===== config.mk =====
export PLATFORM = sky130hd
export DESIGN_NAME = seq_int_div
export DESIGN_NICKNAME = d
export VERILOG_FILES = /design/src/rtl/div_pkg.sv /design/src/rtl/div_step.sv /design/src/rtl/seq_int_div.sv
export SDC_FILE = /design/constraint.sdc
export NUM_CORES = 1
export LEC_CHECK = 0
export ABC_AREA = 1
export CAP_MARGIN = 20
export CELL_PAD_IN_SITES_DETAIL_PLACEMENT = 1
export CELL_PAD_IN_SITES_GLOBAL_PLACEMENT = 2
export CORE_ASPECT_RATIO = 1.25
export CORE_MARGIN = 10
export CORE_UTILIZATION = 33
export CTS_CLUSTER_DIAMETER = 80
export DETAILED_ROUTE_END_ITERATION = 6
export GPL_ROUTABILITY_DRIVEN = 0
export PLACE_DENSITY_LB_ADDON = 0.1
export SYNTH_ARGS = -nofsm -noshare
export SYNTH_HDL_FRONTEND = slang
export SYNTH_SLANG_ARGS = --single-unit

===== constraint.sdc =====
create_clock -name clk -period 4.3 [get_ports clk]
set_clock_uncertainty 0.2 [all_clocks]
set_input_delay 0.43 -clock clk [delete_from_list [all_inputs] [get_ports clk]]
set_output_delay 0.43 -clock clk [all_outputs]
set_load 0.02 [all_outputs]

===== src/rtl/div_pkg.sv =====
// div_pkg: shared state encoding, default width and constant helpers for seq_int_div.
package div_pkg;
   typedef enum logic [1:0] {IDLE, CALC, FIX} state_e;
   localparam int XLEN_DEF = 64;
   localparam int MAXW = 128;
   function automatic logic [MAXW-1:0] min_val(input int w);
      logic [MAXW-1:0] one;
      one = 1;
      return one << (w - 1);
   endfunction
   function automatic logic [MAXW-1:0] ones_val(input int w);
      logic [MAXW-1:0] one;
      one = 1;
      return (one << w) - one;
   endfunction
endpackage


===== src/rtl/div_step.sv =====
// div_step: one restoring-division step; shifts the next dividend bit into the partial remainder and subtracts the divisor when it fits.
module div_step #(
   parameter int W = 64
) (
   input  logic [W-1:0] r_i,
   input  logic         q_msb_i,
   input  logic [W-1:0] b_i,
   output logic [W-1:0] r_o,
   output logic         q_bit_o
);
   logic [W:0] r_sh;
   always_comb begin
      r_sh    = {r_i, q_msb_i};
      q_bit_o = r_sh >= {1'b0, b_i};
      // true difference is below b, so modulo-2^W subtraction yields the exact remainder
      r_o     = r_sh[W-1:0] - (q_bit_o ? b_i : '0);
   end
endmodule


===== src/rtl/seq_int_div.sv =====
// seq_int_div: iterative radix-2 restoring divider with RISC-V M-extension semantics.
// DIV_EARLY_OUT_EN: finish in one step when |dividend| < |divisor|.
module seq_int_div
   import div_pkg::*;
#(
   parameter int XLEN = XLEN_DEF
) (
   input  logic            clk,
   input  logic            rst,
   input  logic            start,
   input  logic [XLEN-1:0] op1,
   input  logic [XLEN-1:0] op2,
   input  logic            is_signed,
   output logic            busy,
   output logic            ready,
   output logic [XLEN-1:0] quo,
   output logic [XLEN-1:0] rem
);
   localparam int CW = (XLEN > 2) ? $clog2(XLEN) : 1;
   localparam logic [MAXW-1:0] MIN_W  = min_val(XLEN);
   localparam logic [MAXW-1:0] ONES_W = ones_val(XLEN);
   localparam logic [XLEN-1:0] MIN    = MIN_W[XLEN-1:0];
   localparam logic [XLEN-1:0] ONES   = ONES_W[XLEN-1:0];
`ifdef DIV_EARLY_OUT_EN
   localparam bit EARLY = 1'b1;
`else
   localparam bit EARLY = 1'b0;
`endif
   state_e state_q, state_d;
   logic [XLEN-1:0] r_q, r_d, q_q, q_d, b_q, b_d, quo_q, quo_d, rem_q, rem_d;
   logic [CW-1:0] cnt_q, cnt_d;
   logic neg_quo_q, neg_quo_d, neg_rem_q, neg_rem_d, spc_q, spc_d, ready_q, ready_d;
   logic sa, sb, div0, ovf, step_q;
   logic [XLEN-1:0] a_abs, b_abs, step_r;
   div_step #(.W(XLEN)) u_step (
      .r_i(r_q), .q_msb_i(q_q[XLEN-1]), .b_i(b_q), .r_o(step_r), .q_bit_o(step_q)
   );
   always_comb begin
      sa    = is_signed & op1[XLEN-1];
      sb    = is_signed & op2[XLEN-1];
      a_abs = sa ? -op1 : op1;
      b_abs = sb ? -op2 : op2;
      div0  = op2 == '0;
      ovf   = is_signed && op1 == MIN && op2 == ONES;
      state_d   = state_q;
      r_d       = r_q;
      q_d       = q_q;
      b_d       = b_q;
      cnt_d     = cnt_q;
      neg_quo_d = neg_quo_q;
      neg_rem_d = neg_rem_q;
      spc_d     = spc_q;
      quo_d     = quo_q;
      rem_d     = rem_q;
      ready_d   = 1'b0;
      case (state_q)
         IDLE: if (start) begin
            b_d       = b_abs;
            neg_quo_d = sa ^ sb;
            neg_rem_d = sa;
            spc_d     = div0 | ovf;
            cnt_d     = CW'(XLEN - 1);
            if (div0 | ovf) begin
               state_d = FIX;
               q_d     = div0 ? ONES : MIN;
               r_d     = div0 ? op1 : '0;
            end else if (EARLY && a_abs < b_abs) begin
               state_d = FIX;
               q_d     = '0;
               r_d     = a_abs;
            end else begin
               state_d = CALC;
               q_d     = a_abs;
               r_d     = '0;
            end
         end
         CALC: begin
            r_d     = step_r;
            q_d     = {q_q[XLEN-2:0], step_q};
            cnt_d   = cnt_q - CW'(1);
            state_d = (cnt_q == '0) ? FIX : CALC;
         end
         FIX: begin
            quo_d   = (!spc_q && neg_quo_q) ? -q_q : q_q;
            rem_d   = (!spc_q && neg_rem_q) ? -r_q : r_q;
            ready_d = 1'b1;
            state_d = IDLE;
         end
         default: state_d = IDLE;
      endcase
   end
   always_ff @(posedge clk or negedge rst) begin
      if (!rst) begin
         state_q   <= IDLE;
         r_q       <= '0;
         q_q       <= '0;
         b_q       <= '0;
         cnt_q     <= '0;
         neg_quo_q <= 1'b0;
         neg_rem_q <= 1'b0;
         spc_q     <= 1'b0;
         quo_q     <= '0;
         rem_q     <= '0;
         ready_q   <= 1'b0;
      end else begin
         state_q   <= state_d;
         r_q       <= r_d;
         q_q       <= q_d;
         b_q       <= b_d;
         cnt_q     <= cnt_d;
         neg_quo_q <= neg_quo_d;
         neg_rem_q <= neg_rem_d;
         spc_q     <= spc_d;
         quo_q     <= quo_d;
         rem_q     <= rem_d;
         ready_q   <= ready_d;
      end
   end
   assign busy  = state_q != IDLE;
   assign ready = ready_q;
   assign quo   = quo_q;
   assign rem   = rem_q;
endmodule


==> results.toml <==
[die]
core_area_um2 = 84300
die_h_um = 346
die_width_um = 281
die_area_um2 = 97000
fp-row-count = 119
start_util = 0.332
io-pin-count = 262

[routing]
firstDrtPassIters = 5
drt_iter0_markers = 2015
vias = 32800
final_antenna_net_count = 0
drc = 0
drt_wl_total_um = 147000
wl_per_cell_um = 24.1
vias_per_cell = 5.37

[global_routing]
antenna_found_initial = 3
grt_pass1_wl_um = 206000
grt_use_total = 0.279
grt_max_degree = 111
grt_pass1_vias = 33400
grt-ovfl-total = 0

[run]
maxCapViolations = 0

[clocking]
clkTransAtPathRegs_ps = 70
cts_tree = "yes"
htree_levels = 2
clock_latency_ps = 620
cts_root_buf = "clkbuf_16"
cts_num_sinks = 332
numCtsBuffers = 42
cts_buffer_depth = 3

[status]
status = "complete, but fails checks"
violations = "setup timing"

[power_and_ir_drop]
intPower_mw = 19.9
irDropWorstVdd_mv = 0.463
combPwrFrac = 0.776
p_clk_frac = 0.094
p_switching_mw = 21.1
swShare = 0.514
p_seq_frac = 0.130
finalPower_mw = 41.0
pwr_density_cell_nw_per_um2 = 1000
p_leak_nw = 18.0

[setup_path]
start_kind = "flip-flop"
reg2reg_slack_ps = -220
crit_arrival_ps = 4810
r2r-end = "r_q[61]"
cp-end-kind = "flip-flop"
cp.required_ps = 4590
crit_top_cell = "nor2_2"
crit_slowest_cell = "dfrtp_1"
worstSetupPathType = "reg -> reg"
timing.rr.start = "r_q[3]"
rr_worst_depth = 29
cpPeakStageDelay_ps = 430
worstPathMaxFanout = 8

[sta]
setup_slack_ps = -222
finalHoldViolCount = 0
period_share = 1.05
finalCriticalPeriod_ps = 4520
relSlewSlack = 0.260
final_max_slew_viol_count = 0
setup_viol = 37
worst-slew-pin-transition_ps = 1100
fmax_ghz = 0.221
rsz0062_at_grt = "yes"

[logic_synthesis]
yosys_warnings = 0
netlist.area_leader.share = 0.297
synth_cell_types = 62
synth_area_leaders = "dfrtp_1 (30%), nand2_1 (15%), nor2_1 (6.8%), o21ai_0 (6.6%), inv_1 (6.5%)"
syn_inst = 4273
yosys_most_used_dff = "dfrtp_1"
synth_fp_nets = 4539
synth_top_area_cell = "dfrtp_1"
synth-seq-cells = 332
synth-edff-count = 0
async_flop_share = 1.00
avgSynthCellArea_um2 = 6.55
syn-cell-area_um2 = 28000
synth_seq_area_share = 0.297

[hold_path]
hold_class = "in -> async"

[placement]
dp_slack_ps = -935
dp.final_hpwl_um = 112000
port_buffers = 261

[finish]
synthToLayoutAreaGrowth_pct = 46.3
fill_cells = 10500
final_cell_mix = "nand2_1 (939), buf_4 (478), inv_1 (428)"
nNetsFinal = 5244
mostFrequentLayoutCell = "nand2_1"
drive_gt1_frac = 0.270
-- power by group through the flow --
stage / Clock [mW] / Sequential (mW) / Combinational, mW
2_1_floorplan: 0 / 5.06 / 11.6
6_report: 3.86 / 5.32 / 31.8
3_3_place_gp: 0 / 5.19 / 22.3
5_1_grt: 4.06 / 5.43 / 33.9
4_1_cts: 3.95 / 5.20 / 24.6
3_5_place_dp: 0 / 5.23 / 22.7
-- cells in the mapped netlist (all sizes together), types with 41 or more instances --
library cell,number
a21oi,187
a31oi,66
clkbuf,105
dfrtp,332
ha,133
inv,499
nand2,1121
nand3,253
nand4,84
nor2,532
nor3,77
nor4,41
o21ai,393
xor2,176
-- registers in the layout, summed over array words and instances, names as in the netlist, 2 cells and up --
register,cells
b_q,64
q_q,64
quo,64
r_q,64
cnt_q,6
rem,64
state_q,2
-- layer usage --
layer,track usage,routed length [um],vias to the layer above
met4,0.139,9280,2
met2,0.478,70800,913
met5,0,13,-
li1,-,-,15500
met3,0.0304,6280,330
met1,0.340,60300,16000
-- per-stage QoR --
step / hold slack (ps) / cell area (um2) / cells / TNS [ps] / util
floorplan: -65.6 / 28000 / 4273 / 0 / -
global placement: 263 / 35100 / 5943 / -33230 / 0.417
detailed placement: 266 / 35100 / 5943 / -40910 / 0.417
CTS: 245 / 37600 / 6030 / -2570 / 0.446
global route: 300 / 41000 / 6099 / -12160 / 0.486
finish: 229 / 41000 / 6099 / -4000 / 0.486
-- worst max path at each step --
stage / startpoint / endpoint / slack, ps / depth (start not counted)
after global routing: b_q[62] / r_q[61] / -370 / 30
after detailed placement: r_q[11] / r_q[48] / -930 / 24
after global placement: r_q[10] / r_q[41] / -840 / 25
after floorplan: r_q[55] / r_q[34] / 470 / 26
after CTS: r_q[9] / r_q[39] / -190 / 23
final: r_q[3] / r_q[61] / -220 / 29
-- cell families (layout without fill, tap and decap cells) --
family | after synthesis | count (layout) | synth area share
other | 0 | 1 | 0
xor gates and xnor gates | 199 | 199 | 0.0622
and+or+nand+nor | 2156 | 2156 | 0.329
DFF | 332 | 332 | 0.297
buffers and inverters | 646 | 1382 | 0.0880
AOI/OAI and AO/OA | 806 | 806 | 0.164
adders and majority gates | 134 | 134 | 0.0601
-- cell type report --
| class | count | area, um2 | area share |
|---|---|---|---|
| diodes | 1 | 2.50 | 0.0000611 |
| clock buffers | 53 | 1160 | 0.0284 |
| clock inverters | 22 | 284 | 0.00694 |
| inverters | 503 | 1890 | 0.0463 |
| multi-input cells | 3295 | 20800 | 0.507 |
| flip-flops and latches | 332 | 8340 | 0.204 |
| well taps | 1089 | 1360 | 0.0333 |
| repair buffers | 804 | 7160 | 0.175 |
-- critical path, delay by kind of cell, from the launching register on --
kind	cells	cell delay, ps
AOI/OAI and AO/OA	4	670
buffers and inverters	6	790
and+or+nand+nor	17	1700
adders and majority gates	2	620
DFF	1	430
-- repair_timing --
action,4_1_cts,5_1_grt
setup buffers,10,73
endpoints found under the setup margin,60,58
resized for setup,226,699
hold buffers,1,0
pin swaps,22,190
endpoints found under the hold margin,88,0
cloned,1,2
Power figures use the tool's default switching activity.
